`src/rtl/uart_rx_sampler.sv`:
```
// uart_rx_sampler: 8N1 mid-bit sampling receiver with one-entry holding register
module uart_rx_sampler #(
    parameter int CLKS_PER_BIT = 434,
    parameter int CNT_W        = 9
) (
    input  logic       clk,
    input  logic       rst,
    input  logic       rx,
    output logic [7:0] rx_data,
    output logic       rx_valid,
    input  logic       rx_ready,
    output logic       frame_err,
    output logic       overrun,
    output logic       busy
);
    localparam logic [2:0] S_IDLE  = 3'd0;
    localparam logic [2:0] S_START = 3'd1;
    localparam logic [2:0] S_DATA  = 3'd2;
    localparam logic [2:0] S_STOP  = 3'd3;
    localparam logic [2:0] S_BREAK = 3'd4;
    localparam logic [CNT_W-1:0] HALF = CNT_W'(CLKS_PER_BIT / 2 - 1);
    localparam logic [CNT_W-1:0] FULL = CNT_W'(CLKS_PER_BIT - 1);

    logic             rx_meta, rxs;
    logic [2:0]       state, state_n;
    logic [CNT_W-1:0] cnt, cnt_n;
    logic [2:0]       idx, idx_n;
    logic [7:0]       shreg, shreg_n;
    logic             good_n, bad_n, good_p, bad_p;
    logic             tick, hold, load;

    assign tick = cnt == '0;
    assign hold = rx_valid & ~rx_ready;
    assign load = good_p & ~hold;

    // Two-flop synchroniser; the line idles high so both flops reset to 1
    always_ff @(posedge clk or posedge rst) begin
        if (rst) begin
            rx_meta <= 1'b1;
            rxs     <= 1'b1;
        end else begin
            rx_meta <= rx;
            rxs     <= rx_meta;
        end
    end

    // Frame state machine: counter reaching zero marks each mid-bit sample point
    always_comb begin
        state_n = state;
        cnt_n   = cnt;
        idx_n   = idx;
        shreg_n = shreg;
        good_n  = 1'b0;
        bad_n   = 1'b0;
        case (state)
            S_IDLE: begin
                if (!rxs) begin
                    state_n = S_START;
                    cnt_n   = HALF;
                end
            end
            S_START: begin
                if (!tick) begin
                    cnt_n = cnt - CNT_W'(1);
                end else if (rxs) begin
                    state_n = S_IDLE;
                end else begin
                    state_n = S_DATA;
                    cnt_n   = FULL;
                    idx_n   = 3'd0;
                end
            end
            S_DATA: begin
                if (!tick) begin
                    cnt_n = cnt - CNT_W'(1);
                end else begin
                    shreg_n = {rxs, shreg[7:1]};
                    cnt_n   = FULL;
                    idx_n   = idx + 3'd1;
                    state_n = (idx == 3'd7) ? S_STOP : S_DATA;
                end
            end
            S_STOP: begin
                if (!tick) begin
                    cnt_n = cnt - CNT_W'(1);
                end else begin
                    good_n  = rxs;
                    bad_n   = ~rxs;
                    state_n = rxs ? S_IDLE : S_BREAK;
                end
            end
            S_BREAK: state_n = rxs ? S_IDLE : S_BREAK;
            default: state_n = S_IDLE;
        endcase
    end

    // State registers; busy is registered alongside state so it never glitches
    always_ff @(posedge clk or posedge rst) begin
        if (rst) begin
            state  <= S_IDLE;
            cnt    <= '0;
            idx    <= 3'd0;
            shreg  <= 8'd0;
            good_p <= 1'b0;
            bad_p  <= 1'b0;
            busy   <= 1'b0;
        end else begin
            state  <= state_n;
            cnt    <= cnt_n;
            idx    <= idx_n;
            shreg  <= shreg_n;
            good_p <= good_n;
            bad_p  <= bad_n;
            busy   <= state_n != S_IDLE;
        end
    end

    // Holding register: a full, undrained register keeps its byte and flags the loss
    always_ff @(posedge clk or posedge rst) begin
        if (rst) begin
            rx_data   <= 8'd0;
            rx_valid  <= 1'b0;
            frame_err <= 1'b0;
            overrun   <= 1'b0;
        end else begin
            rx_data   <= load ? shreg : rx_data;
            rx_valid  <= load | hold;
            frame_err <= bad_p;
            overrun   <= good_p & hold;
        end
    end
endmodule

```
`config.mk`:
```
export PLATFORM = sky130hd
export DESIGN_NAME = uart_rx_sampler
export DESIGN_NICKNAME = d
export VERILOG_FILES = /design/src/rtl/uart_rx_sampler.sv
export SDC_FILE = /design/constraint.sdc
export NUM_CORES = 1
export LEC_CHECK = 0
export ABC_AREA = 1
export CAP_MARGIN = 20
export CORE_MARGIN = 10
export CORE_UTILIZATION = 66
export DETAILED_ROUTE_END_ITERATION = 8
export DONT_BUFFER_PORTS = 1
export HOLD_SLACK_MARGIN = 0.12
export PLACE_DENSITY = 0.82
export SLEW_MARGIN = 25
export SYNTH_ARGS = -nofsm -noshare
export SYNTH_HDL_FRONTEND = slang
export SYNTH_SLANG_ARGS = --single-unit
```
`constraint.sdc`:
```
create_clock -name clk -period 4.2 [get_ports clk]
set_input_delay 0.84 -clock clk [delete_from_list [all_inputs] [get_ports clk]]
set_output_delay 0.84 -clock clk [all_outputs]
set_load 0.02 [all_outputs]
```
### Word level (Yosys, flattened, before mapping)

Cells that the tools add are included.

* add/sub/neg operators: 2
* multipliers: 0
* divide/modulo/power cells: 0
* $lt $le $gt $ge: 0
* eq/ne operators: 11
* shift operators: 0
* multiplexer cells: 22
* bitwise operators: 7
* reductions and logical operators: 8

Operators with widths (number)
* 9-bit two-way mux: 5
* 9-bit one-hot mux with 4 select lines: 1
* 3-bit two-way mux: 8
* 3-bit one-hot mux with 5 select lines: 1
* 2-bit inequality test, second input constant: 5
* 9-bit zero test: 1
* 9-bit by 1-bit subtractor with 9-bit output, second input constant: 1
* 4-bit AND reduction: 2
* 3-bit by 2-bit equality test with 1-bit output, second input constant: 2
* 3-bit equality test, second input constant: 2
* 3-bit one-hot mux with 2 select lines: 1
* 1-bit two-way mux: 5
* 4-bit nonzero test: 1
* 3-bit by 1-bit adder with 3-bit output, second input constant: 1
* 1-bit AND: 3
* 3-bit by 1-bit equality test with 1-bit output, second input constant: 1
* 3-bit zero test: 1
* 3-bit inequality test, second input constant: 1
* 1-bit inverter: 3
* 3-bit nonzero test: 1
* 2-bit two-way mux: 1
* 2-bit AND reduction: 1
* 2-bit nonzero test: 1
* 1-bit bitwise OR: 1

* bits in registers: 39
* latch bits: 0
* RAM bits: 0
* ROM bits: 0
* bits of input ports: 4
* output and inout bits: 12
* logic and storage cells: 63
* memories kept: 0

### Depth between registers and ports, before layout

Gate-level depths: netlist of the first run.

* word-level depth: 5
* depth in mapped cells: 10

### Worst setup path after synthesis of the first run

No wires, ideal clock.

* path kind: reg2reg
* start: reg cnt[0]
* end: reg shreg[1]
* setup time: 0.117 ns
* arrival: 1.441 ns
* required time: 4.083 ns
* path slack: 2.642 ns
* cell stages (with the launch flop): 11
* clock period less this slack: 1.558 ns
* cell sequence: dfrtp_1 > inv_1 > ha_1 > nand2_2 > nor2_8 > nand2_4 > inv_4 > nand2_4 > buf_6 > nand2_1 > o21ai_2

* word-level cells in the longest chain between the ends: 2

RTL lines
* start: declaration: line 26 `logic [CNT_W-1:0] cnt, cnt_n;`
* start signal: assignment: line 109 `cnt <= cnt_n;`
* 9-bit zero test: line 32 `assign tick = cnt == '0;`
* 2-bit AND reduction (no line)
* end signal: assignment: line 111 `shreg <= shreg_n;`
* end: declaration: line 28 `logic [7:0] shreg, shreg_n;`

No other way between the ends.
A chain may end at the register's enable or synchronous reset.

### Worst setup path in the final report of the first run

* start: reg cnt[0]
* end: reg idx[0]

* word-level cells in the longest chain between the ends: 3
* elaborated cells between the ends (all ways): 4

RTL lines
* 9-bit zero test (*): line 32
* 2-bit inequality test (no line)
* 4-bit AND reduction (no line) (*)
* end signal: assignment: line 110 `idx <= idx_n;`
* end: declaration: line 27 `logic [2:0] idx, idx_n;`

Mark *: on every way between the ends. The rest lies on a longest branch, timed or not.

==> results of run 1 <==
flip-flops by register name, indices dropped and copies added, names as in the netlist, 3 cells and up:
name	count
rx_data	8
cnt	9
shreg	8
state	3
idx	3
per-layer routing:
| metal | vias up | track usage | wire [um] |
|---|---|---|---|
| met4 | 0 | 0.0759 | 59 |
| met5 | - | 0 | 0 |
| met2 | 43 | 0.205 | 1530 |
| met3 | 7 | 0.0517 | 267 |
| li1 | 678 | - | - |
| met1 | 614 | 0.144 | 1370 |
final timing paths:
check / startpoint / end / slack, ps / depth (start not counted)
max: cnt[0] / idx[0] / 2420 / 9
min: rx_meta / rxs / 360 / 0
max reg2reg: cnt[0] / idx[0] / 2420 / 9
min reg2reg: rx_meta / rxs / 360 / 0
max in group asynchronous: rst / rxs / 3370 / 2
min in group asynchronous: rst / cnt[6] / 480 / 2
stage by stage:
| stage | util | instance area [um^2] |
|---|---|---|
| global placement | 0.687 | 1860 |
| floorplan | - | 1830 |
| detailed placement | 0.687 | 1860 |
| global route | 0.719 | 1950 |
| finish | 0.719 | 1950 |
| CTS | 0.719 | 1950 |
logic make-up after synthesis:
family	Yosys count	share of synthesized area
AO/OA/AOI/OAI	30	0.101
buffers and inverters	34	0.0751
XOR/XNOR	2	0.00956
AND/OR/NAND/NOR	102	0.253
multiplexers	1	0.00615
adder cells (fa/ha/maj)	3	0.0205
flip-flops	39	0.534
Yosys cell counts:
master,n,area share
nand2_1,59,0.12
xnor2_1,1,0.0048
o21ai_0,13,0.036
clkbuf_1,1,0.0020
nor3_1,3,0.0082
ha_1,3,0.020
nor2_4,1,0.0061
o21ai_2,8,0.038
a21oi_1,4,0.011
nand3_2,1,0.0055
nor2_8,1,0.011
nand3_1,14,0.038
nand2_2,3,0.010
buf_6,1,0.0061
dfrtp_1,37,0.51
dfstp_2,2,0.029
o211ai_1,2,0.0082
nand4_1,3,0.010
nor2_1,15,0.031
inv_1,31,0.064
o21ai_1,3,0.0082
xor2_1,1,0.0048
nand2_4,2,0.012
mux2_2,1,0.0061
inv_4,1,0.0034
critical path, cell delays in order (launching register included):
cell and delay, ps:
dfrtp_1 420, inv_1 110, ha_1 260, nand2_2 130, nor2_8 170, nand2_4 90
nor2_1 140, nand2_1 180, nand2_1 90, o21ai_1 70
power by group:
part	total [W]	internal, W	switching (W)
Sequential	0.000378	0.000377	0.000000821
Combinational	0.00000990	0.00000131	0.00000858
Clock	0.000262	0.000141	0.000122
Total	0.000650	0.000519	0.000131
area by class of cell:
class                      count  area, um^2
fill                         186         761
tap                           31        38.8
timing repair buffer           1        7.51
clock inverter                 2        35.0
clock buffer                   6        51.3
sequential                    39         978
inverter                      32         123
multi-input combinational    138         716
==> results.md, run 1 <==
- The number of max-slew violations in the final report is 0.
- The synthesized instance count is 211.
- The via count of the first global-routing pass is 1210.
- The per-instance average area after synthesis is 8.68 um^2.
- The final sum of negative setup slack is 0 ps.
- The area growth from synthesis to final layout is 6.42%.
- Counting tap cells, the placed design contains a total of 241 instances.
- The maximum clock skew at final layout is 2.51 ps.
- After clock tree synthesis, the flow added hold-fix buffers numbering 0.
- The worst vdd rail ir drop is 0.000269 V.
- CTS built an H-tree with a depth of 2.
- The horizontal die dimension is 72.7 um.
- The CTS clock-pin slew for the worst setup and hold paths is 110 ps.
- The count of buffers added on input and output ports is 0.
- Setup repair after global routing left no endpoint under its margin.
- Global routing finished with a remaining overflow of 0.
- The total of endpoints with negative setup slack in the final report is 0.
- At the worst endpoint, the arrival time is 2020 ps.
- Synthesis inferred 39 register bits.
- For this design the ratio of total power to cell area is 333 nW/um^2.
- The half-perimeter wire length of the detailed placement result is 2300 um.
- The distinct cell type count of the synthesized netlist is 25.
- The total length of routed wires is 3230 um.
- The post-detailed-route count of antenna-violating nets is 0.
- The total of warnings raised by yosys is 0.
- Entering global routing, the biggest net connects 40 pins.
- 0 antenna diodes ended up in the layout.
- The final-stage net count is 224.
- The die area is 5280 um^2.
- The post-CTS setup buffer count is 0.
- STA classifies the critical path startpoint as a flop.
- Timing would allow up to 561 MHz.
- In the finished design, the share of the clock period the worst path needs comes to 0.425.
- The share of final-layout standard cells stronger than drive strength 1 is 0.133.
- The clock latency at the later pin of the worst-skew pair is 350 ps.
- The post-synthesis instance area is 1830 um^2.
- After detailed routing, the number of remaining DRC violations is 0.
- The routed wire length per instance is 13.0 um.
- The total count of hold-check failures in the final report is 0.
- The headroom to the max-slew limit is 0.690.
- At the placement stage, the worst setup path has a slack of 2430 ps.
- Hold timing on the final database bottoms out at a slack of 362 ps.
- The core region is 2710 um^2.
- The initial antenna violation count is 0.
- The most common cell after layout, fill and taps aside is nand2_1.
- The maximum buffer depth of the clock tree is 2.
- The weighted congestion at the end of routability-driven global placement is 0.883.
- The flow ran to the end, and the final reports show no timing, DRC or antenna violations.
- Data on the critical path is required at its endpoint by 4440 ps.
- The non-filler instance count after layout is 249.
- The detailed router finished its first iteration with 72 violations.
- The vertical die dimension is 72.7 um.
- After layout, the worst setup slack is 2420 ps.
- The worst path needs 1780 ps of the cycle, external delays included.
- The number of nets handed over by synthesis was 218.
- Across every metal layer, demand over resource in global routing totals 0.130.
- The via count normalized by instance count is 5.39.
- The kind of capture point of the worst setup path is a flop.
- The cell chosen for the clock root is clkbuf_4.
- The path class of the tightest hold or removal check is flop to flop.
- The number of buffers created by CTS is 5.
- Of all nets on the critical path, the largest fanout is 6.
- The number of rows created at floorplan is 19.
- The design draws 0.000650 W.
- The via total after detailed routing is 1342.
- The library cells used most frequently in the layout, excluding fill and tap cells, are nand2_1 (59), dfrtp_1 (37), inv_1 (31).
- For this configuration, the core starts out at a cell density of 0.676.
- Pin placement for this block handled 16 I/O pins.
- The register area share after synthesis is 0.534.
- The first global-routing pass estimated 5360 um of wire.
- The max-cap check violation count is 0.
- The iteration count of the initial detailed-routing pass is 4.
- The static leakage power is 1.00 nW.
- The clock sink count is 39.
- The count of cells resized by post-cts repair is 0.
- For the pin with the worst max-slew slack, the measured transition is 465 ps.
- By startpoint and endpoint, the worst setup path is classified as flop to flop.
- TritonCTS built the clock tree.
(Power assumes the default switching activity.)
==> run 2, diff against run 1 <==
--- a/config.mk
+++ b/config.mk
@@ -8,11 +8,11 @@
 export ABC_AREA = 1
 export CAP_MARGIN = 20
 export CORE_MARGIN = 10
-export CORE_UTILIZATION = 66
+export CORE_UTILIZATION = 56
 export DETAILED_ROUTE_END_ITERATION = 8
 export DONT_BUFFER_PORTS = 1
 export HOLD_SLACK_MARGIN = 0.12
-export PLACE_DENSITY = 0.82
+export PLACE_DENSITY = 0.74
 export SLEW_MARGIN = 25
 export SYNTH_ARGS = -nofsm -noshare
 export SYNTH_HDL_FRONTEND = slang
==> constraint.sdc (replaced) <==
create_clock -name clk -period 1.6 [get_ports clk]
set_input_delay 0.32 -clock clk [delete_from_list [all_inputs] [get_ports clk]]
set_output_delay 0.32 -clock clk [all_outputs]
set_load 0.02 [all_outputs]
==> results.md, run 2 (synthesis gave the netlist of run 1 again) <==
- The flow ran to the end, and the final reports show no timing, DRC or antenna violations.
- Power spread over the standard cell area amounts to 726 nW/um^2.
- The endpoint identified for the worst register-to-register timing path is cnt[2].
- The die covers 5960 um^2.
- Dividing the detail-routed wire length by the instance count gives 12.6 um.
- In the final layout, the share of cells above drive strength 1 is 0.193.
- The CTS clock-pin slew for the worst setup and hold paths is 110 ps.
- The final-stage net count is 239.
- The critical path startpoint category is a flop.
- The register with the most flip-flops in the layout has 9 of them.
- The H-tree was split into 2 levels.
- The total count of hold-check failures in the final report is 0.
- In this run the most critical hold path is launched from rx_ready.
- The largest fanout of any net on the critical path is 6.
- The share of total power dissipated in combinational logic is 0.022.
- In the finished design, the share of the clock period the worst path needs comes to 0.926.
- The area of the core is 3100 um^2.
- Ranked by flip-flop count, first place goes to cnt.
- The iteration count of the initial detailed-routing pass is 4.
- The worst hold path passes through 3 cells.
- The max-cap check violation count is 0.
- In this run the critical register-to-register path is launched from cnt[4].
- In this run the static leakage power is 1.06 nW.
- The root buffer cell chosen for the clock tree is clkbuf_4.
- The leftover overflow at the end of global routing is 0.
- The worst register-to-register path has a depth of 9.
- The total I/O pin count is 16.
- The library cell used most frequently in the layout, excluding fill and tap cells, is nand2_1.
- For this block, the initial DRC count from the detailed router was 114.
- The repair_antennas step left the layout with diodes totalling 0.
- The number of buffers created by CTS is 5.
- Subtracting the final worst setup slack from the clock period gives 1480 ps.
- The worst pin sits at a relative slew slack of 0.696.
- After the flow finishes, the layout carries non-filler instances totaling 277.
- The horizontal die dimension is 77.2 um.
- The maximum clock skew at final layout is 10.1 ps.
- The longest clock path from root to sink contains 2 buffers.
- Fill cells in the final layout number 260.
- The clock latency at the later pin of the worst-skew pair is 340 ps.
- The first global-routing pass estimated 5840 um of wire.
- From bottom edge to top edge, the die measures 77.2 um.
- The via count normalized by instance count is 5.13.
- Cell internal power was estimated by the tool at 0.00117 W.
- Of the total power, the clock network draws 0.318.
- The maximum number of pins on one net before global-route repair is 39.
- TritonCTS built the clock tree.
- Once detailed placement completed, the half-perimeter wirelength came to 2540 um.
- At the pin with the least slew margin, the transition time is 456 ps.
- The largest registers in the layout are cnt: 9 flops, rx_data: 8 flops, shreg: 8 flops.
- For this configuration, the core starts out at a cell density of 0.590.
- Setup violations remaining at the end of the flow were counted as 0.
- The via count of the first global-routing pass is 1312.
- The area growth from synthesis to final layout is 12.9%.
- Across every metal layer, demand over resource in global routing totals 0.120.
- After detailed routing, the number of remaining DRC violations is 0.
- The final route contains 1422 vias.
- Setup repair after global routing left no endpoint under its margin.
- The register-to-register setup slack is 120 ps.
- The arrival time at the worst endpoint is 1720 ps.
- The port buffer count is 0.
- The floorplan has 20 rows.
- The kind of capture point of the worst setup path is a flop.
- Of the total power, the share spent switching nets is 0.223.
- In the layout the commonest cells are nand2_1 (58), dfrtp_1 (37), inv_1 (29).
- Of the total power, registers draw 0.660.
- The classification of the worst-slack hold path is primary input to flop.
- The net load switching power is 0.000334 W.
- The worst vdd rail ir drop is 0.000622 V.
- After detailed placement, the design holds a cell count of 264.
- The maximum frequency from static timing analysis is 675 MHz.
- The initial antenna violation count was 0.
- The critical path class is flop to flop.
- The data required time at the worst endpoint is 1840 ps.
- At the end of routability-driven placement, the weighted congestion stood at 0.958.
- The number of max-slew violations in the final report came to 0.
- Clock tree synthesis found a total of 39 sinks.
- Once detail routing completed, the nets flagged for antenna violations numbered 0.
- In the final timing run, aggregate negative setup slack is 0 ps.
- The worst hold path terminates at rx_valid.
- After detailed routing, the total wire length is 3490 um.
-- run 2: cell types whose count changed in the layout (fill, tap and decap cells not counted), moves of 2 or more --
cell,change
buf_4,+13
dlygate4sd3_1,+2
inv_1,-2
inv_2,+2
-- run 2: worst max-delay path by stage --
stage          startpoint        to  slack [ps]  cells past startpoint
4_1_cts            cnt[0]    cnt[3]          40                      9
3_5_place_dp       cnt[0]    cnt[3]          20                      9
6_report           cnt[4]    cnt[2]         120                      9
5_1_grt            cnt[4]    cnt[2]           2                      9
2_1_floorplan      cnt[0]  shreg[1]          40                     10
3_3_place_gp       cnt[0]    cnt[3]          50                      9
-- run 2: final cells by class --
type | instances | area (um^2) | area share
Clock inverter | 2 | 12.5 | 0.00605
Inverter | 32 | 123 | 0.0593
Multi-Input combinational cell | 138 | 733 | 0.355
Tap cell | 44 | 55.1 | 0.0266
Clock buffer | 6 | 41.3 | 0.0200
Timing Repair Buffer | 16 | 125 | 0.0605
Sequential cell | 39 | 978 | 0.473
-- run 2: worst max-delay path, stage by stage, from the launching register on --
cell and delay, ps:
dfrtp_1 400, nor2_1 160, nand2_1 160, nor2_8 190
nand2_4 80, buf_4 150, nand3_1 70, nand2_1 70
nand2_1 60, nand2_1 40
-- run 2: routing by layer --
metal	GRT usage	wire length, um	share of wire	up-vias
met5	0	0	0	-
li1	-	-	-	707
met3	0.0466	220	0.063	7
met2	0.177	1620	0.46	44
met4	0.0693	74	0.021	0
met1	0.144	1570	0.45	664
-- run 2: timing repair --
action	4_1_cts	5_1_grt
setup endpoints to repair	1	16
buffers inserted	0	3
hold buffers	2	0
pin swaps	0	1
endpoints found under the hold margin	38	0
gates resized for setup	1	5
-- run 2: power by group through the flow --
stage | combinational (W) | clock (W) | sequential (W)
finish | 0.0000326 | 0.000478 | 0.000992
global route | 0.0000385 | 0.000542 | 0.000993
CTS | 0.0000336 | 0.000509 | 0.000992
detailed placement | 0.0000301 | 0 | 0.00101
global placement | 0.0000290 | 0 | 0.00101
floorplan | 0.0000195 | 0 | 0.00101
-- run 2: through the flow --
| stage | cell area, um^2 | worst slack [ps] | total power, W | hold slack (ps) | util |
|---|---|---|---|---|---|
| after floorplan | 1830 | 41.7 | 0.00103 | 324 | - |
| after global placement | 1950 | 51.2 | 0.00104 | 59.4 | 0.630 |
| after detailed placement | 1950 | 17.9 | 0.00104 | 62.7 | 0.630 |
| after CTS | 2030 | 35.1 | 0.00153 | 121 | 0.655 |
| after global routing | 2070 | 1.99 | 0.00157 | 142 | 0.667 |
| final | 2070 | 118 | 0.00150 | 143 | 0.667 |
==> run 3, diff against run 2 <==
==> constraint.sdc (replaced) <==
create_clock -name clk -period 1.2 [get_ports clk]
set_input_delay 0.24 -clock clk [delete_from_list [all_inputs] [get_ports clk]]
set_output_delay 0.24 -clock clk [all_outputs]
set_load 0.02 [all_outputs]
==> results.md, run 3 (synthesis gave the netlist of run 1 again) <==
- The clock latency at the later pin of the worst-skew pair is 340 ps.
- Of all nets on the critical path, the largest fanout is 6.
- At the pin with the least slew margin, the transition time is 359 ps.
- Summed over all nets, the half-perimeter wirelength after detailed placement is 2940 um.
- The cell total after placement is 290.
- The critical path startpoint category is a flop.
- The maximum number of pins on one net before global-route repair is 40.
- At the end of the flow the core is filled with cells to 0.819.
- The clock sink count is 39.
- The setup slack after layout is -202 ps.
- The final reports fail on negative setup slack.
- The number of inserted diodes is 0.
- Across the VDD grid, the largest voltage drop is 0.000744 V.
- The total area inside the core boundary comes to 3100 um^2.
- The vertical die dimension is 77.2 um.
- The kind of capture point of the worst setup path is a flop.
- The met1 capacity usage during global routing is 0.159.
- The library cell used most frequently in the layout, excluding fill and tap cells, is nand2_1.
- At the end of routability-driven placement, the weighted congestion stood at 0.843.
- At the worst endpoint, the arrival time is 1640 ps.
- The via count of the first global-routing pass is 1584.
- The TritonCTS clock tree is done.
- The port buffer count is 0.
- The classification of the worst-slack hold path is primary input to asynchronous set/reset pin.
- The die covers 5960 um^2.
- Across the routed clock network, the largest skew measured is 3.20 ps.
- The run finished, with violations left.
- The first detailed-routing pass ran for 4 iterations.
- In the finished design, the share of the clock period the worst path needs comes to 1.17.
- For this run, global-route usage on met2 was measured as 0.252.
- The clock passes through at most 2 buffers.
- The static leakage power is 1.27 nW.
- The worst hold slack is 370 ps.
- The library cells used most frequently in the layout, excluding fill and tap cells, are nand2_1 (42), dfrtp_1 (36), buf_4 (35).
- After global routing, the most crowded layer is met2.
- Of the cells placed in the final design, the portion with a size suffix greater than 1 is 0.433.
- In this run the count of I/O pins placed on the die edge is 16.
- The maximum frequency from static timing analysis is 713 MHz.
- The residual DRC count is 0.
- The number of rows created at floorplan is 20.
- The met3 routing resource usage after global routing is 0.0420.
- The register with the most flip-flops in the layout has 9 of them.
- The leftover overflow at the end of global routing is 0.
- The via total after detailed routing is 1554.
- Before CTS, the worst setup slack after placement is -318 ps.
- The number of max-slew violations in the final report is 0.
- After detailed routing, the average wire length per cell comes to 14.1 um.
- The critical path is of the flop to flop type.
- In the final layout, the registers with the most flip-flops are cnt: 9 flops, rx_data: 8 flops, shreg: 8 flops.
- The max-cap check violation count is 0.
- For this design the ratio of total power to cell area is 878 nW/um^2.
- The data required time at the worst endpoint is 1440 ps.
- The number of buffers created by CTS is 5.
- The horizontal die dimension is 77.2 um.
- In the final design database the tool counted 270 nets.
- Compared with the post-synthesis result, the final layout area differs by 38.7%.
- In the global route stage, overall resource usage came out at 0.143.
- The total count of hold-check failures in the final report is 0.
- The first global-routing pass estimated 7070 um of wire.
- The initial antenna violation count is 0.
- The headroom to the max-slew limit is 0.761.
- Setup violations remaining at the end of the flow were counted as 26.
- The minimum period implied by the final worst setup slack is 1400 ps.
- For this configuration, the core starts out at a cell density of 0.590.
- The violation count after the first detailed-routing iteration is 72.
- The largest register by flop count is cnt.
- After clock tree synthesis, the clock-pin slew on the worst setup and hold paths is 110 ps.
- The via count normalized by instance count is 5.06.
- The final sum of negative setup slack is -4140 ps.
- The non-filler instance count after layout is 307.
- The H-tree generated during clock tree synthesis spans 2 levels.
- The routed design has 4320 um of wire.
- The cell sitting at the root of the clock tree is a clkbuf_4.
- Setup repair after global routing could not meet its margin everywhere.
- Once detail routing completed, the nets flagged for antenna violations numbered 0.
==> run 3: cell count changes in the layout (fill, tap and decap cells not counted), moves of 5 or more <==
cell / change
nor2_1: -8
buf_4: +21
inv_1: -5
buf_6: +7
nor2_2: +5
nand2_2: +13
inv_2: +5
o21ai_0: -5
nand2_1: -16
==> run 3: cell type report <==
type	count	area, um^2
clock buffer	5	37.5
clock inverter	2	37.5
fill	204	562
inverter	32	123
multi-input combinational	139	917
sequential	39	980
tap	44	55.1
timing repair buffer	46	392
==> run 3: where the power goes <==
| group | leakage (nW) | internal, W | switching (W) |
|---|---|---|---|
| clock | 0.0373 | 0.000427 | 0.000419 |
| combinational | 0.723 | 0.0000226 | 0.0000410 |
| sequential | 0.514 | 0.00132 | 0.00000164 |
==> run 3: worst max-delay path, cell delays in order, from the launching register on <==
cell	delay, ps
dfrtp_1	400
nor2_2	150
nand2_2	110
nor2_8	170
nand2_4	90
nor2_4	160
nand2_4	100
nand2_1	70
o21ai_1	60
==> run 3: metal layers <==
metal  share of wire  vias to the layer above
met3           0.046                        9
met2            0.54                       33
li1                -                      771
met1            0.40                      741
met5               0                        -
met4           0.018                        0
==> run 3: repair_timing <==
| action | in CTS | in global routing |
|---|---|---|
| hold buffers | 3 | 0 |
| pin swaps | 5 | 7 |
| cloned | 0 | 1 |
| buffers inserted | 2 | 4 |
| hold endpoints to repair | 42 | 0 |
| resized for setup | 33 | 26 |
| setup endpoints to repair | 26 | 26 |
==> run 3: path summary, 6_finish.rpt <==
check                      slack, ps  cells past startpoint    start         end
max                             -200                      8   cnt[5]      idx[0]
min                              370                      3      rst  rx_data[0]
max reg2reg                     -200                      8   cnt[5]      idx[0]
min reg2reg                      370                      0  rx_meta         rxs
max in group asynchronous        570                      3      rst     rx_meta
min in group clk                 370                      0  rx_meta         rxs
==> run 3: metrics by stage <==
| step | area (um^2) | total power (W) |
|---|---|---|
| after detailed placement | 2200 | 0.00140 |
| after global placement | 2200 | 0.00140 |
| final | 2540 | 0.00223 |
| after floorplan | 1870 | 0.00137 |
| after CTS | 2400 | 0.00226 |
| after global routing | 2540 | 0.00232 |
